===== src/rtl/alu_pipe.sv =====
`default_nettype none
// ============================================================================
//  Module   : alu_pipe
//  Brief    : Pipelined integer ALU with the carry chain split into SEG-bit
//             segments, one register stage per segment, valid/ready on both
//             sides.
//  Revision : 1.0 - initial release
// ============================================================================
module alu_pipe #(
    parameter int WIDTH = 32,
    parameter int SEG   = 16
) (
    input  logic             clk,
    input  logic             rst,
    input  logic             in_valid,
    output logic             in_ready,
    input  logic [2:0]       op,
    input  logic [WIDTH-1:0] A,
    input  logic [WIDTH-1:0] B,
    input  logic             cin,
    output logic             out_valid,
    input  logic             out_ready,
    output logic [WIDTH-1:0] X,
    output logic             cout,
    output logic             zf,
    output logic             nf,
    output logic             vf
);

    localparam int c_NSEG = WIDTH / SEG;
    localparam int c_SHW  = (WIDTH > 1) ? $clog2(WIDTH) : 1;

    localparam logic [2:0] c_OP_ADD = 3'b000;
    localparam logic [2:0] c_OP_SUB = 3'b001;
    localparam logic [2:0] c_OP_AND = 3'b010;
    localparam logic [2:0] c_OP_OR  = 3'b011;
    localparam logic [2:0] c_OP_XOR = 3'b100;
    localparam logic [2:0] c_OP_SLL = 3'b101;
    localparam logic [2:0] c_OP_SRL = 3'b110;
    localparam logic [2:0] c_OP_ADC = 3'b111;

    // r_* index k holds what stage k produced; stage k reads index k-1.
    logic [c_NSEG-1:0][WIDTH-1:0] r_a, r_bx, r_x;
    logic [c_NSEG-1:0]            r_c, r_ar, r_v;
    logic                         r_zf, r_nf, r_vf;

    logic [c_NSEG-1:0][WIDTH-1:0] w_a, w_bx, w_x, w_xn;
    logic [c_NSEG-1:0][SEG-1:0]   w_sum;
    logic [c_NSEG-1:0]            w_c, w_ar, w_v, w_cn;
    logic [WIDTH-1:0]             w_bx0, w_x0;
    logic                         w_c0, w_ar0;
    logic                         w_stall;
    logic                         w_unused;

    assign w_stall   = r_v[c_NSEG-1] & ~out_ready;
    assign in_ready  = ~w_stall;
    assign out_valid = r_v[c_NSEG-1];
    assign X         = r_x[c_NSEG-1];
    assign cout      = r_c[c_NSEG-1];
    assign zf        = r_zf;
    assign nf        = r_nf;
    assign vf        = r_vf;

    // Operand A and Bx of the final stage are only needed up to that stage.
    assign w_unused = ^{r_a[c_NSEG-1], r_bx[c_NSEG-1], r_ar[c_NSEG-1]};

    always_comb begin
        w_bx0 = B;
        w_c0  = 1'b0;
        w_ar0 = 1'b1;
        w_x0  = '0;
        case (op)
            c_OP_ADD: w_c0 = 1'b0;
            c_OP_SUB: begin
                w_bx0 = ~B;
                w_c0  = 1'b1;
            end
            c_OP_ADC: w_c0 = cin;
            c_OP_AND: begin w_ar0 = 1'b0; w_x0 = A & B; end
            c_OP_OR:  begin w_ar0 = 1'b0; w_x0 = A | B; end
            c_OP_XOR: begin w_ar0 = 1'b0; w_x0 = A ^ B; end
            c_OP_SLL: begin w_ar0 = 1'b0; w_x0 = A << B[c_SHW-1:0]; end
            c_OP_SRL: begin w_ar0 = 1'b0; w_x0 = A >> B[c_SHW-1:0]; end
        endcase
    end

    always_comb begin
        w_a[0]  = A;
        w_bx[0] = w_bx0;
        w_x[0]  = w_x0;
        w_c[0]  = w_c0;
        w_ar[0] = w_ar0;
        w_v[0]  = in_valid;
        for (int k = 1; k < c_NSEG; k++) begin
            w_a[k]  = r_a[k-1];
            w_bx[k] = r_bx[k-1];
            w_x[k]  = r_x[k-1];
            w_c[k]  = r_c[k-1];
            w_ar[k] = r_ar[k-1];
            w_v[k]  = r_v[k-1];
        end
        // Non-arithmetic results pass through untouched with a zero carry.
        for (int k = 0; k < c_NSEG; k++) begin
            {w_cn[k], w_sum[k]} = {1'b0, w_a[k][k*SEG +: SEG]}
                                + {1'b0, w_bx[k][k*SEG +: SEG]}
                                + {{SEG{1'b0}}, w_c[k]};
            w_xn[k] = w_x[k];
            if (w_ar[k]) begin
                w_xn[k][k*SEG +: SEG] = w_sum[k];
            end else begin
                w_cn[k] = 1'b0;
            end
        end
    end

    always_ff @(posedge clk) begin
        if (rst) begin
            r_a  <= '0;
            r_bx <= '0;
            r_x  <= '0;
            r_c  <= '0;
            r_ar <= '0;
            r_v  <= '0;
            r_zf <= 1'b0;
            r_nf <= 1'b0;
            r_vf <= 1'b0;
        end else if (!w_stall) begin
            r_a  <= w_a;
            r_bx <= w_bx;
            r_x  <= w_xn;
            r_c  <= w_cn;
            r_ar <= w_ar;
            r_v  <= w_v;
            r_zf <= (w_xn[c_NSEG-1] == '0);
            r_nf <= w_xn[c_NSEG-1][WIDTH-1];
            r_vf <= w_ar[c_NSEG-1]
                    && (w_a[c_NSEG-1][WIDTH-1] == w_bx[c_NSEG-1][WIDTH-1])
                    && (w_xn[c_NSEG-1][WIDTH-1] != w_a[c_NSEG-1][WIDTH-1]);
        end
    end

endmodule
`default_nettype wire

===== config.mk =====
export PLATFORM = sky130hd
export DESIGN_NAME = alu_pipe
export DESIGN_NICKNAME = d
export VERILOG_FILES = /design/src/rtl/alu_pipe.sv
export SDC_FILE = /design/constraint.sdc
export NUM_CORES = 1
export LEC_CHECK = 0
export ABC_AREA = 1
export CAP_MARGIN = 25
export CELL_PAD_IN_SITES_DETAIL_PLACEMENT = 0
export CELL_PAD_IN_SITES_GLOBAL_PLACEMENT = 1
export CORE_MARGIN = 5
export CORE_UTILIZATION = 41
export DETAILED_ROUTE_END_ITERATION = 8
export HOLD_SLACK_MARGIN = 0.03
export PLACE_DENSITY = 0.88
export SLEW_MARGIN = 25
export SYNTH_ARGS = -nofsm -noshare
export SYNTH_HDL_FRONTEND = slang
export SYNTH_SLANG_ARGS = --single-unit

===== constraint.sdc =====
create_clock -name clk -period 4.6 [get_ports clk]
set_input_delay 0.92 -clock clk [delete_from_list [all_inputs] [get_ports clk]]
set_output_delay 0.92 -clock clk [all_outputs]
set_load 0.02 [all_outputs]

; After elaboration in Yosys (flattened, before gate mapping)
; Cells that the tools add are included.
[word_totals]
register_bits = 136
latch_bits = 0
mem_bits_rw = 0
rom_bits = 0
inputBits = 72
out_inout_bits = 38
word_cells = 44
n_memories = 0
[op_classes]
n_addsub = 4
n_mul = 0
div = 0
magnitude_cmp = 0
n_eq_ne = 9
shift = 2
mux = 8
bitwise_logic = 7
reduce_logical = 4
[ops]
columns = cell, count
row1 = 32-bit one-hot mux with 5 select lines, 1
row2 = 16-bit by 16-bit adder with 17-bit output, 2
row3 = 17-bit by 1-bit adder with 17-bit output, 2
row4 = 32-bit bitwise AND, 1
row5 = 32-bit zero test, 1
row6 = 16-bit 2-to-1 mux, 2
row7 = 32-bit 2-to-1 mux, 1
row8 = 32-bit NOT, 1
row9 = 32-bit OR, 1
row10 = 32-bit by 5-bit left shift with 32-bit output, 1
row11 = 32-bit by 5-bit right shift with 32-bit output, 1
row12 = 32-bit bitwise XOR, 1
row13 = "3-bit equality test, second input constant", 4
row14 = "3-bit by 2-bit equality test with 1-bit output, second input constant", 2
row15 = 5-bit OR reduction, 1
row16 = "3-bit by 1-bit equality test with 1-bit output, second input constant", 1
row17 = 1-bit 2-to-1 mux, 3
row18 = 1-bit logical AND, 2
row19 = 1-bit NOT, 2
row20 = 1-bit one-hot mux with 2 select lines, 1
row21 = 1-bit bitwise AND, 1
row22 = 1-bit equality test, 1
row23 = 1-bit inequality test, 1

; Logic depth before layout (Yosys ltp)
; Gate-level depths: netlist of run 1.
[depth]
depth_word = 5
depth_mapped = 19

; Worst setup path before layout of run 1
; OpenSTA, ideal clock, no wires.
[synth_timing]
path_type = input to register
start = in op[2]
end = reg r_x[10] in the netlist's numbering
arrival_ns = 3.378
required_time_ns = 4.483
setup_slack_ns = 1.105
path_stages = 18
path_buffers = 1
cell_sequence = inv_1 nand3_1 buf_2 o21ai_0 fa_1 fa_1 nand3_1 nand3_1 inv_1 nor2_1 nor2_1 o21ai_0 nand2_1 nand2_1 nor2_1 nor2_1 nor2_1 nor2_1
[synth_between]
elab_chain_len = 5
word_cells_on_any_way = 14
cone_classes = add/sub: 2 / eq/ne: 7 / mux: 4 / reduce/logical: 1
[synth_lines]
columns = element, line
row1 = from (decl), 17  ; input logic [2:0] op,
row2 = 3-bit by 1-bit equality test with 1-bit output, 72  ; case (op)
row3 = 32-bit 2-to-1 mux, 72
row4 = 16-bit by 16-bit adder with 17-bit output, 105  ; + {1'b0, w_bx[k][k*SEG +: SEG]}
row5 = 17-bit by 1-bit adder with 17-bit output, 106  ; + {{SEG{1'b0}}, w_c[k]};
row6 = 16-bit 2-to-1 mux *, 108  ; if (w_ar[k]) begin
row7 = to (signal assigned), 130  ; r_x <= w_xn;
row8 = to (decl), 43  ; logic [c_NSEG-1:0][WIDTH-1:0] r_a, r_bx, r_x;
; Mark *: on every way between the ends. The rest lies on a longest branch, timed or not.
; A chain may end at the register's enable or synchronous reset.

; Final worst setup path of run 1
; Same ends and word-level chain as after synthesis.

==> flow_summary.toml, run 1 <==
[logic_synthesis]
synth-adder-area-share = 0.114
synth_top_family_by_area = "simple AND/OR/NAND/NOR gates"
synth_top_area_frac = 0.185
yosys_warnings = 0
yosys-mux-area-fraction = 0.00990
yosysUniqueCellTypes = 45
yosysTopAreaCell = "dfxtp_1"
synth_area_um2 = 11100
synth_nets = 1963
syn_area_per_cell_um2 = 6.20
synth_compound_area_frac = 0.244
seq_area_frac_synth = 0.185
yosys.area_share.simple = 0.266
synthXorXnorAreaFrac = 0.0284
synthCells = 1792
ys_top_cells_by_area = "dfxtp_1 (19%), nand2_1 (13%), ha_1 (11%)"
ys_ff_latch = 103

[sta]
finalSetupTns_ps = 0
setup-violations-final = 0
worst-slew-pin-transition_ps = 1040
finalHoldViolCount = 0
rsz0062_at_grt = "no"
post-route-period-util = 0.852
finalWorstSetupSlack_ps = 680
drv_slew = 0
clock.fmax_ghz = 0.255
fin_crit_ps = 3920
relSlewSlack = 0.305
skew_ps = 10.0

[floorplanning]
start_util = 0.415
die_w_um = 175
coreArea_um2 = 26800
fp.dieH_um = 175
rows = 60
ioPinCount = 110
dieArea_um2 = 30500

[global_route]
grt_usage = 0.251
antenna_found_initial = 0
grt_max_degree = 85
grt_pass1_vias = 11100
gr-total-overflow = 0
grt_pass1_wl_mm = 61.7

[worst_setup_path]
slowest_stage = "clkdlybuf4s50_1"
path_max_fanout = 11
cp.arrival_ps = 4210
cp_slowest_stage_delay_ps = 480
crit_chain = "clkdlybuf4s50_1, inv_1, nand3_2, xor2_1, fa_1, fa_1, nand3_1, nand3_1, inv_1, nor2_1, nor2_1, o21ai_0, nand2_1, nand2_1, nand2_1, nand2_1, nor2_1, nor2_1, nor2_1"
end_kind = "flip-flop"
critPathRequiredTime_ps = 4890
critical_path_class = "in -> reg"
startpoint_type = "input pin"
cpMostUsedCell = "nor2_1"

[placement]
routabilityCongestion = 0.976
place_ws_ps = 355
dp_cells = 2127
placement.io_buffers = 109
hpwl_mm = 31.0

[clock_network]
cts_buffer_depth = 2
cts.sinks = 103
h-tree-depth = 3
cts_tree = "done"
clockRootBuffer = "clkbuf_16"
numCtsBuffers = 9
cts_resized = 0
ctsHoldBuffers = 0
clk_pin_slew_worst_paths_ps = 80
clock_latency_ps = 350
postCtsSetupBuffers = 0

[power]
total_power_w = 0.00293
p_leak_nw = 5.95
ir_drop_v = 0.000248
powerDensity_nw_per_um2 = 237

[finish]
drive_gt1_frac = 0.0438
area_delta_synth_final_pct = 11.2
num_antenna_cells = 0
nFillCells = 2855
final_common_cell = "nand2_1"
final_cell_mix = "nand2_1 (392), inv_1 (244), nand3_1 (163), o21ai_0 (142), clkdlybuf4s50_1 (106)"
nets = 1968
final_cell_count_no_fill = 2143

[drt]
drtPass1Iterations = 5
routed_wl_mm = 39.7
initialDrtViolationCount = 1274
vias = 11900
wl_per_cell_um = 18.5
via_per_inst = 5.55
ant_nets = 0
route.detailed.drc = 0

[flow_run]
drv_cap = 0

[status]
outcome = "complete, no violations"

[hold_path]
min_path_type = "reg -> reg"
==> final cells by class <==
class,count,area (um2),area share
Timing Repair Buffer,132,1250,0.101
Tap cell,341,427,0.0345
Sequential cell,103,2060,0.167
Inverter,256,962,0.0778
Multi-Input combinational cell,1295,7370,0.596
Clock buffer,9,225,0.0182
Clock inverter,7,63.8,0.00516
==> synthesized netlist by cell type <==
cell,n
buf_1,17
nor2_2,2
o21bai_1,21
o21ai_0,142
and2_1,2
clkbuf_1,50
a211oi_1,8
xor2_1,35
buf_6,6
or2_0,1
a221oi_1,10
o2111ai_1,2
o21a_1,13
a2111oi_0,1
or2_2,10
inv_1,247
nand4_1,22
a31o_1,1
ha_1,95
nand3_1,164
buf_4,37
o21ai_2,8
o221ai_1,7
buf_2,28
inv_2,9
a22o_1,3
nand2_1,392
dfxtp_1,103
nand2_2,1
o211ai_2,2
a21oi_1,89
or2_1,2
nand3b_1,5
nor4_1,1
xnor2_1,1
o31ai_1,1
a21o_1,1
o21ai_1,60
o211a_1,1
mux2i_1,11
o211ai_1,72
nor3_1,11
nor2_1,83
a31oi_1,11
fa_1,4
==> flip-flops by register name (all words and copies together) (netlist names) <==
name and cells:
X 32, r_a 16, r_ar 1, r_bx 16, r_c 2, r_v 2
r_x 32, vf 1, zf 1
==> final timing paths <==
path | start | end | slack, ps | cells past startpoint
setup / recovery | op[2] | r_x[10] | 680 | 19
hold / removal | r_x[16] | r_x[16] | 460 | 2
setup reg to reg | r_ar[0] | zf | 1910 | 10
hold reg to reg | r_x[16] | r_x[16] | 460 | 2
==> per-layer routing <==
layer | track usage | vias up | part of all wire
met5 | 0 | - | 0
met4 | 0.0763 | 0 | 0.032
met3 | 0.0309 | 63 | 0.065
met2 | 0.411 | 445 | 0.45
met1 | 0.347 | 5452 | 0.45
li1 | - | 5937 | -
==> worst max-delay path: cells and delay by family <==
family	cells	cell delay, ps
AOI/OAI and AO/OA	1	200
xor gates and xnor gates	1	250
buffers and inverters	3	750
adders and majority gates	2	870
and+or+nand+nor	12	1230
==> power breakdown <==
part | internal, W | switching [W]
clock | 0.000379 | 0.000369
combinational | 0.000416 | 0.000751
sequential | 0.000968 | 0.0000490
total | 0.00176 | 0.00117
==> cells by family (layout without fill, tap and decap cells) <==
| kind of cell | after synthesis | in the layout |
|---|---|---|
| multiplexers | 11 | 11 |
| buffers and inverters | 394 | 404 |
| AND/OR/NAND/NOR | 696 | 696 |
| flip-flops | 103 | 103 |
| adder cells (fa/ha/maj) | 99 | 99 |
| AO/OA/AOI/OAI | 453 | 453 |
| XOR/XNOR | 36 | 36 |
==> per-stage QoR <==
stage	area [um2]	hold slack [ps]	utilization
final	12400	462	0.461
after global routing	12400	483	0.461
after CTS	12400	462	0.461
after detailed placement	12100	451	0.450
after global placement	12100	442	0.450
after floorplan	11100	430	-
Power figures use the tool's default switching activity.
==> inputs of run 2 (changes only) <==
GPL_ROUTABILITY_DRIVEN = 0   (was unset)
MAX_ROUTING_LAYER = met4   (was unset)
==> run 2 against run 1 <==
Effect of this change:
- sequential power about the same
- worst setup slack improved by 59 ps
- fmax increased by 1.5%
- critical endpoint is now r_x[15]
- cell count decreased by 0.14%
- via count increased by 0.42%
- global-route usage about the same
- non-clock buffer count decreased by 3
- critical path type unchanged
==> flow_summary.toml, run 2 (synthesis results as in run 1) <==
[clock_network]
cts_buffer_depth = 2
h-tree-depth = 3
clock_latency_ps = 360
clockRootBuffer = "clkbuf_16"
postCtsSetupBuffers = 0
cts_resized = 0
cts_tree = "done"
ctsHoldBuffers = 0
cts.sinks = 103
clk_pin_slew_worst_paths_ps = 80
numCtsBuffers = 9

[finish]
final_cell_mix = "nand2_1 (392), inv_1 (244), nand3_1 (163), o21ai_0 (142), clkdlybuf4s50_1 (106)"
final_cell_count_no_fill = 2140
nets = 1965
final_util = 0.461
final_common_cell = "nand2_1"
drive_gt1_frac = 0.0422
num_antenna_cells = 0
area_delta_synth_final_pct = 11.0

[drt]
ant_nets = 0
via_per_inst = 5.58
wl_per_cell_um = 18.1
routed_wl_mm = 38.8
route.detailed.drc = 0
initialDrtViolationCount = 1210
drtPass1Iterations = 6
vias = 11900

[global_route]
grt_pass1_vias = 11100
antenna_found_initial = 0
grt_max_degree = 90
grt_pass1_wl_mm = 60.7
grt_usage = 0.252
gr-total-overflow = 0

[sta]
post-route-period-util = 0.839
setup-violations-final = 0
worst-slew-pin-transition_ps = 963
skew_ps = 14.9
relSlewSlack = 0.357
drv_slew = 0
finalSetupTns_ps = 0
clock.fmax_ghz = 0.259
finalHoldViolCount = 0
fin_crit_ps = 3860
rsz0062_at_grt = "no"

[placement]
placement.io_buffers = 109
hpwl_mm = 30.2
dp_cells = 2124

[floorplanning]
ioPinCount = 110
fp.dieH_um = 175
dieArea_um2 = 30500
start_util = 0.415
die_w_um = 175
coreArea_um2 = 26800
rows = 60

[status]
outcome = "complete, no violations"

[worst_setup_path]
end_kind = "flip-flop"
critical_path_class = "in -> reg"
cp.arrival_ps = 4110
startpoint_type = "input pin"
critPathRequiredTime_ps = 4850
path_max_fanout = 31

[power]
ir_drop_v = 0.000183
p_leak_nw = 5.94
powerDensity_nw_per_um2 = 239

[flow_run]
drv_cap = 0

[hold_path]
min_path_type = "reg -> reg"
==> run 2: cell count changes in the layout (fill, tap and decap cells not counted) <==
| cell | previous run | this run |
|---|---|---|
| buf_4 | 23 | 20 |
| clkbuf_8 | 0 | 1 |
| clkinv_2 | 2 | 1 |
| clkinv_4 | 0 | 1 |
| clkinv_8 | 1 | 0 |
| inv_6 | 4 | 1 |
| inv_8 | 0 | 3 |
==> run 2: worst max-delay path, cell delays in order <==
cell             delay [ps]
clkdlybuf4s50_1         560
inv_1                   130
nand3_2                 120
buf_4                   440
xor2_1                  140
ha_1                    370
nand2_1                  90
a31oi_1                 250
nor2_1                  100
o21ai_0                 440
nand3_1                 170
a21oi_1                 160
nor2_1                   60
nor2_1                  100
nor2_1                   40
==> run 2: per-stage QoR <==
stage / hold slack [ps] / total power (W) / setup WS (ps) / cell area (um2)
after floorplan: 430 / 0.00182 / 1100 / 11100
after global placement: 447 / 0.00216 / 584 / 12000
after detailed placement: 451 / 0.00217 / 452 / 12000
after CTS: 462 / 0.00295 / 816 / 12300
after global routing: 489 / 0.00314 / 413 / 12300
final: 462 / 0.00295 / 739 / 12300
==> run 2: cell type report <==
cell class | instances | area, um2
clock inverter | 6 | 58.8
fill | 2829 | 14500
sequential | 103 | 2060
inverter | 256 | 962
clock buffer | 10 | 239
tap | 341 | 427
multi-input combinational | 1295 | 7370
timing repair buffer | 129 | 1230
==> run 2: worst paths after layout <==
kind,from,to,slack (ps),cells past startpoint
min reg2reg,r_x[30],r_x[30],460,2
max,op[2],r_x[15],740,15
min,r_x[30],r_x[30],460,2
max reg2reg,r_ar[0],zf,2050,10
==> run 2: power by group <==
group | internal (W) | switching, W | total, W
combinational | 0.000414 | 0.000744 | 0.00116
clock | 0.000397 | 0.000377 | 0.000775
sequential | 0.000968 | 0.0000472 | 0.00102
total | 0.00178 | 0.00117 | 0.00295
==> run 2: per-layer routing <==
| layer | track usage | routed length (um) | vias up |
|---|---|---|---|
| li1 | - | - | 5932 |
| met1 | 0.340 | 17600 | 5412 |
| met2 | 0.387 | 16900 | 516 |
| met3 | 0.0283 | 2630 | 87 |
| met4 | 0.0975 | 1730 | 0 |
| met5 | - | 0 | - |
